$ cat config.mk
export PLATFORM = sky130hd
export DESIGN_NAME = regfile_scoreboard_flat
export DESIGN_NICKNAME = d
export VERILOG_FILES = /design/src/rtl/regfile_scoreboard_if.sv /design/src/rtl/regfile_scoreboard.sv /design/src/flat_wrapper.sv
export SDC_FILE = /design/constraint.sdc
export NUM_CORES = 1
export LEC_CHECK = 0
export ABC_AREA = 1
export ABC_CLOCK_PERIOD_IN_PS = 3100
export BUFFER_PORTS_ARGS = -buffer_cell sky130_fd_sc_hd__buf_2
export CORE_MARGIN = 2
export CORE_UTILIZATION = 45
export CTS_CLUSTER_SIZE = 20
export DETAILED_ROUTE_END_ITERATION = 16
export PLACE_DENSITY_LB_ADDON = 0.2
export SLEW_MARGIN = 15
export SYNTH_ARGS = -nofsm -noshare
export SYNTH_HDL_FRONTEND = slang
export SYNTH_SLANG_ARGS = --single-unit
$ cat constraint.sdc
create_clock -name clk -period 3.1 [get_ports clk]
set_clock_uncertainty 0.1 [all_clocks]
set_input_delay 0.155 -clock clk [delete_from_list [all_inputs] [get_ports clk]]
set_output_delay 0.155 -clock clk [all_outputs]
set_load 0.01 [all_outputs]
$ cat src/rtl/regfile_scoreboard_if.sv
// Decode/writeback <-> scoreboard bundle.
//   master : decode + writeback side (drives flush, issue_*, wb_*)
//   slave  : scoreboard (drives issue_ready, stall, busy_vec, wb_underflow,
//            stall_cycles)
interface regfile_scoreboard_if #(
   parameter int NUM_REGS    = 32,
   parameter int ADDR_W      = 5,
   parameter int STALL_CNT_W = 16
);
   logic                   flush;
   logic                   issue_valid;
   logic [ADDR_W-1:0]      issue_rs;
   logic [ADDR_W-1:0]      issue_rt;
   logic                   issue_uses_rs;
   logic                   issue_uses_rt;
   logic                   issue_writes;
   logic [ADDR_W-1:0]      issue_dest;
   logic                   issue_ready;
   logic                   stall;
   logic                   wb_valid;
   logic [ADDR_W-1:0]      wb_dest;
   logic [NUM_REGS-1:0]    busy_vec;
   logic                   wb_underflow;
   logic [STALL_CNT_W-1:0] stall_cycles;

   modport master (
      output flush, issue_valid, issue_rs, issue_rt, issue_uses_rs,
             issue_uses_rt, issue_writes, issue_dest, wb_valid, wb_dest,
      input  issue_ready, stall, busy_vec, wb_underflow, stall_cycles
   );

   modport slave (
      input  flush, issue_valid, issue_rs, issue_rt, issue_uses_rs,
             issue_uses_rt, issue_writes, issue_dest, wb_valid, wb_dest,
      output issue_ready, stall, busy_vec, wb_underflow, stall_cycles
   );
endinterface

$ cat src/rtl/regfile_scoreboard.sv
// Register-file scoreboard and stall controller.
// Tracks pending writes per architectural register (r0 never tracked),
// blocks issue on RAW hazards and on WAW counter saturation, retires
// pending writes on writeback.
// Ports:
//   clk, rst : clock, synchronous active-high reset
//   sb       : regfile_scoreboard_if.slave (issue, writeback, status)

// One pending-write counter. uflow_o flags a writeback that found the
// counter already at zero (combinational; the sticky flag lives in the top).
module regfile_scoreboard_cnt #(
   parameter int CNT_W = 2
) (
   input  logic             clk,
   input  logic             rst,
   input  logic             flush_i,
   input  logic             inc_i,
   input  logic             wb_i,
   output logic [CNT_W-1:0] cnt_o,
   output logic             uflow_o
);
   logic [CNT_W-1:0] cnt_q, cnt_d;
   logic             dec;

   assign dec     = wb_i & (cnt_q != '0);
   assign uflow_o = wb_i & (cnt_q == '0);
   assign cnt_o   = cnt_q;

   always_comb begin
      cnt_d = cnt_q;
      if (flush_i)          cnt_d = '0;
      else if (inc_i & ~dec) cnt_d = cnt_q + CNT_W'(1);
      else if (dec & ~inc_i) cnt_d = cnt_q - CNT_W'(1);
   end

   always_ff @(posedge clk) begin
      if (rst) cnt_q <= '0;
      else     cnt_q <= cnt_d;
   end
endmodule

module regfile_scoreboard #(
   parameter int NUM_REGS    = 32,
   parameter int ADDR_W      = 5,
   parameter int CNT_W       = 2,
   parameter int STALL_CNT_W = 16
) (
   input  logic               clk,
   input  logic               rst,
   regfile_scoreboard_if.slave sb
);
   localparam logic [CNT_W-1:0] CNT_MAX = '1;

   // Entry 0 is a constant zero so r0 lookups never report a hazard.
   logic [NUM_REGS-1:0][CNT_W-1:0] cnt;
   logic [NUM_REGS-1:1]            inc, wb_hit, uflow;

   logic                   raw_rs, raw_rt, waw_full, ready, fire;
   logic                   uflow_q, uflow_d;
   logic [STALL_CNT_W-1:0] stall_cycles_q, stall_cycles_d;

   assign cnt[0] = '0;

   // Hazards look only at the registered counts: a writeback retiring the
   // last pending write does not release a waiting reader in the same cycle.
   always_comb begin
      raw_rs   = sb.issue_uses_rs & (sb.issue_rs != '0) & (cnt[sb.issue_rs] != '0);
      raw_rt   = sb.issue_uses_rt & (sb.issue_rt != '0) & (cnt[sb.issue_rt] != '0);
      waw_full = sb.issue_writes & (sb.issue_dest != '0) & (cnt[sb.issue_dest] == CNT_MAX);
      ready    = ~(raw_rs | raw_rt | waw_full);
      fire     = sb.issue_valid & ready & sb.issue_writes & (sb.issue_dest != '0);
   end

   for (genvar r = 1; r < NUM_REGS; r++) begin : g_reg
      assign inc[r]    = fire & (sb.issue_dest == ADDR_W'(r));
      assign wb_hit[r] = sb.wb_valid & (sb.wb_dest == ADDR_W'(r));

      regfile_scoreboard_cnt #(.CNT_W(CNT_W)) u_cnt (
         .clk     (clk),
         .rst     (rst),
         .flush_i (sb.flush),
         .inc_i   (inc[r]),
         .wb_i    (wb_hit[r]),
         .cnt_o   (cnt[r]),
         .uflow_o (uflow[r])
      );
   end

   always_comb begin
      for (int r = 0; r < NUM_REGS; r++) sb.busy_vec[r] = (cnt[r] != '0);
   end

   assign sb.issue_ready  = ready;
   assign sb.stall        = sb.issue_valid & ~ready;
   assign sb.wb_underflow = uflow_q;
   assign sb.stall_cycles = stall_cycles_q;

   // Underflow is sticky; writebacks are discarded during a flush, so they
   // cannot raise it then.
   always_comb begin
      uflow_d        = uflow_q | (~sb.flush & (|uflow));
      stall_cycles_d = stall_cycles_q;
      if (sb.stall && (stall_cycles_q != '1))
         stall_cycles_d = stall_cycles_q + STALL_CNT_W'(1);
   end

   always_ff @(posedge clk) begin
      if (rst) begin
         uflow_q        <= 1'b0;
         stall_cycles_q <= '0;
      end else begin
         uflow_q        <= uflow_d;
         stall_cycles_q <= stall_cycles_d;
      end
   end
endmodule
$ cat src/flat_wrapper.sv
// flat-port wrapper written by rule: the top's interface ports become plain ports
module regfile_scoreboard_flat 
#(
   parameter int NUM_REGS    = 32,
   parameter int ADDR_W      = 5,
   parameter int CNT_W       = 2,
   parameter int STALL_CNT_W = 16
)
  (clk, rst, sb_flush, sb_issue_valid, sb_issue_rs, sb_issue_rt, sb_issue_uses_rs, sb_issue_uses_rt, sb_issue_writes, sb_issue_dest, sb_wb_valid, sb_wb_dest, sb_issue_ready, sb_stall, sb_busy_vec, sb_wb_underflow, sb_stall_cycles);
  regfile_scoreboard_if #(.NUM_REGS(NUM_REGS), .ADDR_W(ADDR_W), .STALL_CNT_W(STALL_CNT_W)) sb_i ();
  input  logic clk;
  input  logic rst;
  input wire logic [$bits(sb_i.flush)-1:0] sb_flush;
  input wire logic [$bits(sb_i.issue_valid)-1:0] sb_issue_valid;
  input wire logic [$bits(sb_i.issue_rs)-1:0] sb_issue_rs;
  input wire logic [$bits(sb_i.issue_rt)-1:0] sb_issue_rt;
  input wire logic [$bits(sb_i.issue_uses_rs)-1:0] sb_issue_uses_rs;
  input wire logic [$bits(sb_i.issue_uses_rt)-1:0] sb_issue_uses_rt;
  input wire logic [$bits(sb_i.issue_writes)-1:0] sb_issue_writes;
  input wire logic [$bits(sb_i.issue_dest)-1:0] sb_issue_dest;
  input wire logic [$bits(sb_i.wb_valid)-1:0] sb_wb_valid;
  input wire logic [$bits(sb_i.wb_dest)-1:0] sb_wb_dest;
  output wire logic [$bits(sb_i.issue_ready)-1:0] sb_issue_ready;
  output wire logic [$bits(sb_i.stall)-1:0] sb_stall;
  output wire logic [$bits(sb_i.busy_vec)-1:0] sb_busy_vec;
  output wire logic [$bits(sb_i.wb_underflow)-1:0] sb_wb_underflow;
  output wire logic [$bits(sb_i.stall_cycles)-1:0] sb_stall_cycles;
  assign sb_i.flush = sb_flush;
  assign sb_i.issue_valid = sb_issue_valid;
  assign sb_i.issue_rs = sb_issue_rs;
  assign sb_i.issue_rt = sb_issue_rt;
  assign sb_i.issue_uses_rs = sb_issue_uses_rs;
  assign sb_i.issue_uses_rt = sb_issue_uses_rt;
  assign sb_i.issue_writes = sb_issue_writes;
  assign sb_i.issue_dest = sb_issue_dest;
  assign sb_i.wb_valid = sb_wb_valid;
  assign sb_i.wb_dest = sb_wb_dest;
  assign sb_issue_ready = sb_i.issue_ready;
  assign sb_stall = sb_i.stall;
  assign sb_busy_vec = sb_i.busy_vec;
  assign sb_wb_underflow = sb_i.wb_underflow;
  assign sb_stall_cycles = sb_i.stall_cycles;
  regfile_scoreboard #(.NUM_REGS(NUM_REGS), .ADDR_W(ADDR_W), .CNT_W(CNT_W), .STALL_CNT_W(STALL_CNT_W)) u_core (.clk(clk), .rst(rst), .sb(sb_i));
endmodule
==> summary.md, run 1 <==
| Metric | Value |
|---|---|
| Status | completed |
| Syn. warnings | 0 |
| Share of post-route cells with drive strength above 1 | 13.0% |
| Post-Route WL | 21.6 mm |
| Post-Syn Instances | 1,110 |
| Post-synth top area share | 25.0% |
| Multi-input gate area | 3990 µm² |
| Setup repair after global routing missed its margin | yes |
| Die Y | 123 µm |
| Max-slew violations | 0 |
| Pwr dens | 320 nW/µm² |
| DRT Pass-1 Iters | 5 |
| Min-delay worst type | in -> reg |
| Cell Area, Placed | 7060 µm² |
| Remaining DRCs | 0 |
| FF-to-FF End | u_core.g_reg[27].u_cnt.cnt_o[1] |
| Net switching power | 0.704 mW |
| Num CTS Buffers | 9 |
| Starting Density | 45.8% |
| Worst EP required | 3.24 ns |
| Startpoint Class | flip-flop |
| Crit path largest cell delay | 0.31 ns |
| # Max-Cap Violations | 0 |
| Seq/Total Area, Yosys | 25.0% |
| Routed wl met3 | 1.67 mm |
| Total gr overflow | 0 |
| Die Footprint | 15,000 µm² |
| Clock latency on the worst-skew pair | 0.36 ns |
| Vias in the first global route | 6,709 |
| DR vias/cell | 5.32 |
| Period Utilization, post-route | 94.1% |
| Flop pwr share | 43.1% |
| Worst hold path endpoint | u_core.sb.stall_cycles[0] |
| Hold Path Origin | sb_issue_valid |
| Worst hold stages | 5 |
| P_leak | 3.69 nW |
| Core area | 13,800 µm² |
| Final-report hold violation count | 0 |
| Met1 WL | 9.45 mm |
| ANT cells | 0 |
| Num ports | 79 |
| DR vias | 7,399 |
| First-pass GRT wire length | 34.5 mm |
| Mapped Avg Cell Area | 5.71 µm² |
| Clock share of power | 43.7% |
| Remaining antenna violation count after routing | 0 |
| Top post-synthesis cells by area | dfxtp_1, nand2_1, inv_1, nor2_1, o21ai_0 |
| Critical path type | reg -> reg |
| Clock Tree Buf Depth | 2 |
| GPL Wtd Cong | 1.01 |
| Syn-to-layout area delta | 17.4% |
| Net Count, Synth | 1,170 |
| VDD IR max | 0.283 mV |
| Clock tree from TritonCTS | built |
| Worst slew pin tran | 0.636 ns |
| DRT iter0 DRCs | 612 |
| Biggest area consumer among synthesized cells | dfxtp_1 |
| # setup viols final | 0 |
| Critical Path, Cell by Cell | nor2_1, inv_1, a21oi_1, nand3_1, nand3_1, nand3b_1, nand3_1, nand3_2, nor2_4, nand3_2, buf_4, nor2_2, ha_1, a21oi_1, o21ai_0, o21ai_0, a21oi_1 |
| Slack of the critical path | 0.183 ns |
| Clk sinks | 79 |
| Tot GR Track Use | 29.8% |
| WP data arrival | 3.05 ns |
| Comb pwr share | 13.1% |
| Slew margin rel. | 57.6% |
| Design Area, Final | 7440 µm² |
| Count of port buffers added during placement | 77 |
| Reg2reg start | u_core.g_reg[6].u_cnt.cnt_o[0] |
| Register Area | 1580 µm² |
| Rows | 43 |
| Tmin final | 2.92 ns |
| DR top layer | met4 |
| Switching Share | 29.5% |
| Final setup TNS | 0 ns |
| Reg2Reg Depth | 17 |
| Clk root buf | clkbuf_16 |
| Filler cell count | 1,460 |
| Pin count of the biggest net entering global routing | 63 |
| Max frequency | 343 MHz |
| Clock-pin slew on the worst setup and hold paths | 0.07 ns |
| Hold_ws | 0.301 ns |
| Yosys reg bits | 79 |
| Htree depth | 3 |
| CP max stage cell | dfxtp_1 |
| Post-Syn Area | 6340 µm² |
| Nets | 1,266 |
| Crit-path max FO | 9 |
| Post-Place Worst Slack | 0.0321 ns |
| Met2 WL | 9.47 mm |
| Crit. End Element | flip-flop |
| Wire per inst | 15.5 µm |
| Flop-to-flop setup slack | 0.18 ns |
| Initial antenna violation count | 0 |
| Int Power | 1.68 mW |
| DIE WIDTH | 123 µm |
| Synth cell types | 27 |
| Dpl hpwl | 16.8 mm |
## layout make-up
type	count	share of cell area [%]
multi-input combinational	816	53.6
sequential	79	21.3
inverter	185	9.33
tap	180	3.03
timing repair buffer	115	9.08
clock inverter	4	0.420
clock buffer	12	3.31
## worst max path at each step
stage | from | to | slack, ns | depth (start not counted)
after floorplan | u_core.g_reg[9].u_cnt.cnt_o[0] | u_core.g_reg[31].u_cnt.cnt_o[1] | 0.60 | 17
after global placement | sb_issue_dest[0] | u_core.g_reg[12].u_cnt.cnt_o[1] | 0.02 | 19
after detailed placement | sb_issue_dest[0] | u_core.g_reg[3].u_cnt.cnt_o[1] | 0.03 | 19
after CTS | u_core.g_reg[21].u_cnt.cnt_o[0] | u_core.g_reg[3].u_cnt.cnt_o[1] | 0.09 | 18
after global routing | u_core.g_reg[15].u_cnt.cnt_o[0] | u_core.g_reg[10].u_cnt.cnt_o[1] | 0.0009 | 17
final | u_core.g_reg[6].u_cnt.cnt_o[0] | u_core.g_reg[27].u_cnt.cnt_o[1] | 0.18 | 17
## cell usage in the layout (no fill, tap or decap), types with 2 or more instances in the layout
cell type      synthesis  final
ha_1                  32     32
a21oi_1              102    102
o21ai_1                9     13
nor2_1               150    137
clkbuf_1               9      2
dfxtp_1               79     79
buf_2                  7     77
dlygate4sd3_1          0      2
nand4_1               22     22
nor4_1                 7      7
nor3_1                 4      4
clkbuf_16              0      9
buf_4                  5     36
clkinv_1               2      2
clkinvlp_4             0      3
o21ai_0              109    104
nand3_1              104    104
inv_1                182    182
o2111ai_1              3      3
nor2_4                 1      8
nand3_2                3      2
nand2_1              255    255
nor2_2                11     17
## repair_timing
action | 4_1_cts | 5_1_grt
hold endpoints to repair | 1 | 0
setup buffers | 0 | 2
resized for setup | 0 | 24
hold buffers | 2 | 0
endpoints found under the setup margin | 0 | 45
## cell families (layout without fill, tap and decap cells)
family,Yosys count,after routing,share of synthesized area [%]
compound gates,223,223,17.8
simple gates,559,559,37.3
fa+ha+maj,32,32,6.32
other cells,1,1,0.0592
flops,79,79,25.0
buf+inv,215,316,13.4
xor+xnor,1,1,0.138
## through the flow
step | instances | utilization, % | total power [mW]
after detailed placement | 1371 | 51.0 | 1.35
after CTS | 1389 | 53.2 | 2.38
after global routing | 1391 | 53.8 | 2.46
final | 1391 | 53.8 | 2.38
after global placement | 1371 | 51.0 | 1.35
after floorplan | 1110 | - | 1.24
## Yosys cell counts, drive strengths merged
library cell	number
inv	183
o21ai	118
o2111ai	3
nand2	255
clkinv	2
nand4	22
clkbuf	9
dfxtp	79
xnor2	1
or2	1
a21oi	102
conb	1
nand3b	1
nor3	4
buf	21
ha	32
nand3	107
nor2	162
nor4	7
## worst max-delay path: cells and delay by family (launching register included)
| family | cells | cell delay [ns] |
|---|---|---|
| buffers and inverters | 2 | 0.34 |
| DFF | 1 | 0.31 |
| and+or+nand+nor | 9 | 1.16 |
| adders and majority gates | 1 | 0.27 |
| AOI/OAI and AO/OA | 5 | 0.61 |
## power groups by stage
stage                     Sequential [mW]  Combinational [mW]  Clock (mW)
after global placement               1.05               0.296           0
after floorplan                      1.05               0.184           0
after detailed placement             1.05               0.296           0
final                                1.03               0.313        1.04
after CTS                            1.03               0.299        1.05
after global routing                 1.03               0.345        1.09
## state kept, by name (all words and copies together), names as in the netlist
name	count
u_core.sb.wb_underflow	1
u_core.g.u_cnt.cnt_o	62
u_core.sb.stall_cycles	16
## metal layers
metal  vias to the layer above  global-route usage [%]
li1                       3780                       -
met3                        69                    6.37
met2                       295                    45.3
met4                         0                    14.7
met5                         -                       0
met1                      3255                    39.7
(Power assumes the default switching activity.)
==> run 2, diff against run 1 <==
--- a/config.mk
+++ b/config.mk
@@ -14,5 +14,5 @@
 export DETAILED_ROUTE_END_ITERATION = 16
 export PLACE_DENSITY_LB_ADDON = 0.2
-export SLEW_MARGIN = 15
+export SLEW_MARGIN = 5
 export SYNTH_ARGS = -nofsm -noshare
 export SYNTH_HDL_FRONTEND = slang
==> constraint.sdc (replaced) <==
create_clock -name clk -period 3.1 [get_ports clk]
set_clock_uncertainty 0.1 [all_clocks]
set_input_delay 0.62 -clock clk [delete_from_list [all_inputs] [get_ports clk]]
set_output_delay 0.62 -clock clk [all_outputs]
set_load 0.01 [all_outputs]
==> summary.md, run 2 (synthesized netlist as in run 1, its figures left out) <==
| Metric | Value |
|---|---|
| Hold Path Origin | u_core.g_reg[8].u_cnt.cnt_o[0] |
| Cell Area, Placed | 7370 µm² (+4.4%) |
| Htree depth | 3 (unchanged) |
| Pwr dens | 308 nW/µm² (-3.7%) |
| Reg2reg start | u_core.g_reg[5].u_cnt.cnt_o[0] |
| Commonest non-fill, non-tap cell in the layout | nand2_1 |
| Hold_ws | 0.347 ns (+0.0453 ns) |
| ANT cells | 0 (unchanged) |
| Die Footprint | 15,000 µm² (unchanged) |
| Commonest non-fill, non-tap cells in the layout | nand2_1, inv_1, nor2_1 |
| Clock tree from TritonCTS | built |
| Critical path type | in -> reg |
| Design Area, Final | 7710 µm² (+3.6%) |
| Worst slew pin tran | 0.563 ns (-0.0735 ns) |
| First-pass GRT wire length | 33.2 mm (-3.8%) |
| Clock share of power | 42.7% (-1.0 points) |
| Min-delay worst type | reg -> reg |
| Final-report hold violation count | 0 (unchanged) |
| Remaining antenna violation count after routing | 0 (unchanged) |
| Num ports | 79 (unchanged) |
| DR top layer | met4 |
| Nets | 1,295 (+2.3%) |
| Crit path launch | sb_issue_dest[0] |
| Tot GR Track Use | 28.7% (-1.1 points) |
| Count of port buffers added during placement | 77 (unchanged) |
| Clock-pin slew on the worst setup and hold paths | 0.06 ns (about the same) |
| Clk root buf | clkbuf_16 |
| # Max-Cap Violations | 0 (unchanged) |
| Remaining DRCs | 0 (unchanged) |
| Flop pwr share | 43.3% (+0.2 points) |
| Rows | 43 (unchanged) |
| Slew margin rel. | 62.2% (+4.7 points) |
| Post-Route WL | 21.3 mm (-1.0%) |
| Post-Place Worst Slack | -0.393 ns (-0.425 ns) |
| Dpl hpwl | 17.1 mm (+1.8%) |
| Core area | 13,800 µm² (unchanged) |
| Slack of the critical path | 0.152 ns (-0.0308 ns) |
| WP data arrival | 3.09 ns (+0.04 ns) |
| Max-slew violations | 0 (unchanged) |
| Startpoint Class | input pin |
| DRT Pass-1 Iters | 5 (unchanged) |
| FF-to-FF End | u_core.g_reg[13].u_cnt.cnt_o[1] |
| Switching Share | 28.6% (-0.95 points) |
| Reg2Reg Depth | 17 (unchanged) |
| Wire per inst | 15.0 µm (-3.0%) |
| Filler cell count | 1,444 (-1.1%) |
| Int Power | 1.70 mW (+1.1%) |
| VDD IR max | 0.331 mV (+17%) |
| Die Y | 123 µm (unchanged) |
| DRT iter0 DRCs | 591 (-3.4%) |
| Vias in the first global route | 6,444 (-3.9%) |
| Final setup TNS | 0 ns (unchanged) |
| Max frequency | 339 MHz (-1.0%) |
| Pin count of the biggest net entering global routing | 32 (-49%) |
| Status | completed |
| Num CTS Buffers | 9 (unchanged) |
| Starting Density | 45.8% (unchanged) |
| Initial antenna violation count | 0 (unchanged) |
| Clk sinks | 79 (unchanged) |
| Routed wl met3 | 1.33 mm (-20%) |
| Final Non-Filler Cells | 1,419 (+2.0%) |
| Syn-to-layout area delta | 21.6% |
| P_leak | 3.85 nW (+4.4%) |
| DIE WIDTH | 123 µm (unchanged) |
| Placed cells | 1,404 (+2.4%) |
| Worst EP required | 3.24 ns (about the same) |
| Max reg flops | 62 (unchanged) |
| Flop-to-flop setup slack | 0.20 ns (+0.02 ns) |
| Comb pwr share | 14.0% (+0.9 points) |
| Period Utilization, post-route | 95.1% (+0.99 points) |
| Fin util | 55.7% (+1.9 points) |
| Crit. End Element | flip-flop |
| Number of buffers added for setup after CTS | 0 (unchanged) |
| Met1 WL | 9.54 mm (+0.98%) |
| Clock Tree Buf Depth | 2 (unchanged) |
| Tmin final | 2.95 ns (+0.0308 ns) |
| Pwr Total | 2.38 mW (-0.28%) |
| DR vias/cell | 5.23 (-1.7%) |
| Met2 WL | 9.54 mm (+0.74%) |
| Share of post-route cells with drive strength above 1 | 15.8% (+2.8 points) |
| # setup viols final | 0 (unchanged) |
| Crit-path max FO | 9 (unchanged) |
| GPL Wtd Cong | 1.01 (about the same) |
| Clock latency on the worst-skew pair | 0.36 ns (about the same) |
| Total gr overflow | 0 (unchanged) |
| Net switching power | 0.680 mW (-3.5%) |
| DR vias | 7,423 (+0.32%) |
| CP endpoint | u_core.g_reg[13].u_cnt.cnt_o[1] |
==> run 2: changes by cell type in the layout (fill, tap and decap cells not counted), moves of 4 or more <==
cell,previous run,this run
buf_12,0,5
buf_4,36,61
nor2_2,17,21
nor2_4,8,4
o21ai_0,104,96
o21ai_1,13,20
==> run 2: worst min path at each step <==
| stage | end | slack (ns) | depth (start not counted) |
|---|---|---|---|
| floorplan | u_core.g_reg[8].u_cnt.cnt_o[0] | 0.32 | 1 |
| global placement | u_core.g_reg[8].u_cnt.cnt_o[0] | 0.34 | 1 |
| detailed placement | u_core.g_reg[8].u_cnt.cnt_o[0] | 0.34 | 1 |
| CTS | u_core.g_reg[8].u_cnt.cnt_o[0] | 0.35 | 1 |
| global route | u_core.g_reg[8].u_cnt.cnt_o[0] | 0.38 | 1 |
| finish | u_core.g_reg[8].u_cnt.cnt_o[0] | 0.35 | 1 |
==> run 2: power groups by stage <==
stage / registers [mW] / logic [mW] / clock network (mW)
6_report: 1.03 / 0.334 / 1.01
5_1_grt: 1.03 / 0.367 / 1.07
4_1_cts: 1.03 / 0.324 / 1.03
3_5_place_dp: 1.05 / 0.322 / 0
3_3_place_gp: 1.05 / 0.322 / 0
2_1_floorplan: 1.05 / 0.184 / 0
==> run 2: critical path, cell delays in order <==
cell     delay [ns]
buf_2          0.15
inv_2          0.08
buf_12         0.14
nand2_1        0.05
nand2_1        0.05
nand2_1        0.06
nand2_1        0.05
nand2_1        0.06
nand2_1        0.06
o21ai_2        0.17
nand2_1        0.09
nand3_2        0.10
nand3_2        0.10
nor2_4         0.16
nand3_2        0.08
buf_4          0.18
nor2_1         0.18
ha_1           0.27
a21oi_1        0.11
o21ai_0        0.12
o21ai_0        0.15
a21oi_1        0.05
==> run 2: what timing repair did <==
item / 4_1_cts / 5_1_grt
hold buffers: 0 / 0
setup endpoints to repair: 1 / 32
gates resized for setup: 1 / 33
pin swaps: 0 / 3
==> run 2: layout make-up <==
cell class	count	area, µm²	area share [%]
Multi-Input combinational cell	816	3980	51.6
Sequential cell	79	1580	20.5
Timing Repair Buffer	144	955	12.4
Inverter	185	694	9.01
Clock buffer	10	239	3.10
Tap cell	180	225	2.92
Clock inverter	5	33.8	0.438
==> run 2: routing by layer <==
metal	vias to the layer above	global-route usage, %
li1	3832	-
met4	0	14.7
met2	257	44.6
met1	3280	37.7
met3	54	5.30
met5	-	0
==> run 3, diff against run 2 <==
Settings changed: SYNTH_HIERARCHICAL set to 1.
==> summary.md, run 3 <==
| Metric | Value |
|---|---|
| Worst EP required | 2.38 ns (-0.86 ns) |
| Setup repair after global routing missed its margin | no |
| Number of buffers added for setup after CTS | 0 (unchanged) |
| Hold Path Origin | u_core/sb.wb_underflow |
| Max reg flops | 62 (unchanged) |
| Core area | 16,500 µm² (+19%) |
| Num CTS Buffers | 9 (unchanged) |
| Critical path type | in -> out |
| Rows | 47 (+9.3%) |
| Remaining DRCs | 0 (unchanged) |
| Reg2Reg Depth | 19 (+2) |
| Mapped Avg Cell Area | 5.60 µm² (-1.8%) |
| Wire per inst | 14.6 µm (-3.0%) |
| Starting Density | 45.7% (-0.13 points) |
| VDD IR max | 0.278 mV (-16%) |
| Crit-path max FO | 13 (+4) |
| Top post-synthesis cells by area | dfxtp_1, nand2_1, inv_1, nor2_1, nand3_1 |
| Status | completed |
| Clock tree from TritonCTS | built |
| DRT iter0 DRCs | 730 (+24%) |
| Adder-cell share of the synthesized area | 5.32% (-1.0 points) |
| Fraction of the mapped netlist area in simple logic gates | 49.8% (+13 points) |
| ANT cells | 0 (unchanged) |
| Count of port buffers added during placement | 77 (unchanged) |
| Dpl hpwl | 19.2 mm (+12%) |
| Die Footprint | 17,800 µm² (+18%) |
| Max frequency | 339 MHz (-0.14%) |
| Clk root buf | clkbuf_16 |
| Final Non-Filler Cells | 1,689 (+19%) |
| Total gr overflow | 0 (unchanged) |
| Slew margin rel. | 55.8% (-6.5 points) |
| Post-Syn Area | 7530 µm² (+19%) |
| Top post-synthesis cells by count | nand2_1, inv_1, nor2_1, nand3_1, dfxtp_1 |
| Tot GR Track Use | 28.1% (-0.60 points) |
| Clock share of power | 44.3% (+1.6 points) |
| Placed cells | 1,672 (+19%) |
| Clk sinks | 79 (unchanged) |
| Pwr Total | 2.60 mW (+9.5%) |
| Switching Share | 28.3% (-0.30 points) |
| Worst hold stages | 2 (+1) |
| Net switching power | 0.736 mW (+8.3%) |
| Worst slew pin tran | 0.657 ns (+0.0943 ns) |
| Most common cell in the netlist | nand2_1 |
| Crit. End Element | primary output |
| DIE WIDTH | 133 µm (+8.7%) |
| FF-to-FF End | u_core/g_reg[12].u_cnt/cnt_o[1] |
| Post-synth top area share | 21.0% (-3.9 points) |
| Comb pwr share | 15.9% (+1.9 points) |
| Die Y | 133 µm (+8.7%) |
| Synth cell types | 32 (+19%) |
| Commonest non-fill, non-tap cells in the layout | nand2_1, inv_1, nor2_1 |
| Vias in the first global route | 7,815 (+21%) |
| Post-Route WL | 24.6 mm (+15%) |
| Flop pwr share | 39.7% (-3.6 points) |
| Startpoint Class | input pin |
| Clock-pin slew on the worst setup and hold paths | 0.06 ns (about the same) |
| Flop-to-flop setup slack | 0.21 ns (about the same) |
| Clock Tree Buf Depth | 2 (unchanged) |
| Hold_ws | 0.365 ns (+0.0179 ns) |
| Post-synthesis xor/xnor area fraction | 3.96% (+3.8 points) |
| Nets | 1,524 (+18%) |
| Max-slew violations | 0 (unchanged) |
| Int Power | 1.87 mW (+9.9%) |
| DR vias | 8,646 (+16%) |
| Remaining antenna violation count after routing | 0 (unchanged) |
| Htree depth | 3 (unchanged) |
| # setup viols final | 0 (unchanged) |
| Largest family of logic cells by synthesized area | simple AND/OR/NAND/NOR gates |
| WP data arrival | 2.23 ns (-0.86 ns) |
| Share of post-route cells with drive strength above 1 | 16.3% (+0.52 points) |
| Fraction of registers with async set/reset | 0% (unchanged) |
| DR vias/cell | 5.12 (-2.1%) |
| Compound-cell area share of the yosys netlist | 4.27% (-14 points) |
| # Max-Cap Violations | 0 (unchanged) |
| Pin count of the biggest net entering global routing | 53 (+66%) |
| Seq/Total Area, Yosys | 21.0% (-3.9 points) |
| Pwr dens | 292 nW/µm² (-5.4%) |
| Hold_buf cts | 0 (unchanged) |
| Main synth FF type | dfxtp_1 |
| Tmin final | 2.95 ns (+0.00407 ns) |
| Num ports | 79 (unchanged) |
| Initial antenna violation count | 0 (unchanged) |
| Min-delay worst type | reg -> reg |
| Reg2reg start | u_core/g_reg[14].u_cnt/cnt_o[0] |
| Syn. warnings | 6 (+6) |
| DRT Pass-1 Iters | 8 (+3) |
| Post-Place Worst Slack | -0.0925 ns (+0.301 ns) |
| EDFF count, synth | 0 (unchanged) |
| GPL Wtd Cong | 1.01 (-0.89%) |
| Final-report hold violation count | 0 (unchanged) |
| Worst hold path endpoint | u_core/sb.wb_underflow |
| Post-Syn Instances | 1,343 (+21%) |
| Period Utilization, post-route | 95.2% (+0.13 points) |
| Biggest area consumer among synthesized cells | dfxtp_1 |
| Commonest non-fill, non-tap cell in the layout | nand2_1 |
| Mux contribution to synthesized area | 0% (unchanged) |
| P_leak | 4.27 nW (+11%) |
| First-pass GRT wire length | 39.8 mm (+20%) |
| Net Count, Synth | 1,403 (+20%) |
| Yosys reg bits | 79 (unchanged) |
| Clock latency on the worst-skew pair | 0.36 ns (about the same) |
| Final setup TNS | 0 ns (unchanged) |
| Slack of the critical path | 0.148 ns (-0.00407 ns) |
| Syn-to-layout area delta | 18.5% |
## run 3: cell types whose count changed in the layout (fill, tap and decap cells not counted), moves of 14 or more
cell and delta:
a21oi_1 -93, buf_4 -16, inv_1 +57, inv_2 +34, nand2_1 +118, nand2_2 +29
nand4_1 +28, nor2_1 +44, nor3_1 +37, nor3b_1 +31, o21ai_0 -49, o21ai_1 -14
xor2_1 +33
## run 3: what timing repair did
| action | 4_1_cts | 5_1_grt |
|---|---|---|
| gates cloned | 0 | 1 |
| pin swaps | 0 | 1 |
| endpoints found under the hold margin | 0 | 0 |
| setup endpoints to repair | 2 | 2 |
| gates resized for setup | 1 | 16 |
## run 3: how the worst max path moves through the flow
stage | from | to | slack (ns) | depth (start not counted)
floorplan | sb_issue_dest[1] | u_core/g_reg[23].u_cnt/cnt_o[1] | 0.32 | 18
global placement | sb_issue_dest[0] | sb_stall | -0.07 | 16
detailed placement | sb_issue_dest[0] | sb_stall | -0.09 | 16
CTS | sb_issue_dest[0] | sb_stall | 0.008 | 16
global route | u_core/g_reg[9].u_cnt/cnt_o[0] | sb_stall | 0.005 | 14
finish | sb_issue_dest[0] | sb_stall | 0.15 | 16
## run 3: power groups by stage
| stage | combinational, mW | clock [mW] | sequential, mW |
|---|---|---|---|
| floorplan | 0.215 | 0 | 1.06 |
| global route | 0.457 | 1.20 | 1.04 |
| CTS | 0.390 | 1.17 | 1.03 |
| detailed placement | 0.389 | 0 | 1.06 |
| finish | 0.414 | 1.15 | 1.03 |
| global placement | 0.389 | 0 | 1.06 |
## run 3: layout make-up
cell class	count	area [µm²]
well taps	220	275
flip-flops and latches	79	1580
clock buffers	13	270
repair buffers	131	911
inverters	275	1030
clock inverters	3	40.0
fillers	1777	7550
multi-input cells	968	4800
## run 3: cells by family after synthesis
group,after synthesis
AOI/OAI and AO/OA,63
xor gates and xnor gates,34
adders and majority gates,32
buffers and inverters,296
DFF,79
other,1
and+or+nand+nor,838
## run 3: critical path, stage by stage
cell and delay [ns]:
clkbuf_4 0.16, inv_2 0.07, buf_12 0.14, nor2_4 0.13
nand2_1 0.09, nand3_1 0.07, nand2_1 0.05, nand2_1 0.09
o21ai_1 0.07, nand2_1 0.08, nand3_2 0.11, nand3_4 0.16
buf_12 0.14, nand2_1 0.06, inv_1 0.06, buf_2 0.12
## run 3: metal layers
layer | vias up | share of wire, % | global-route usage [%]
li1 | 4399 | - | -
met1 | 3838 | 45 | 37.7
met2 | 353 | 44 | 44.2
met3 | 56 | 8.0 | 5.29
met4 | 0 | 3.4 | 11.6
met5 | - | 0 | 0
## run 3: through the flow
step / area (µm²) / util (%)
4_1_cts: 8850 / 53.7
6_report: 8920 / 54.2
5_1_grt: 8920 / 54.2
2_1_floorplan: 7530 / -
3_3_place_gp: 8530 / 51.8
3_5_place_dp: 8530 / 51.8
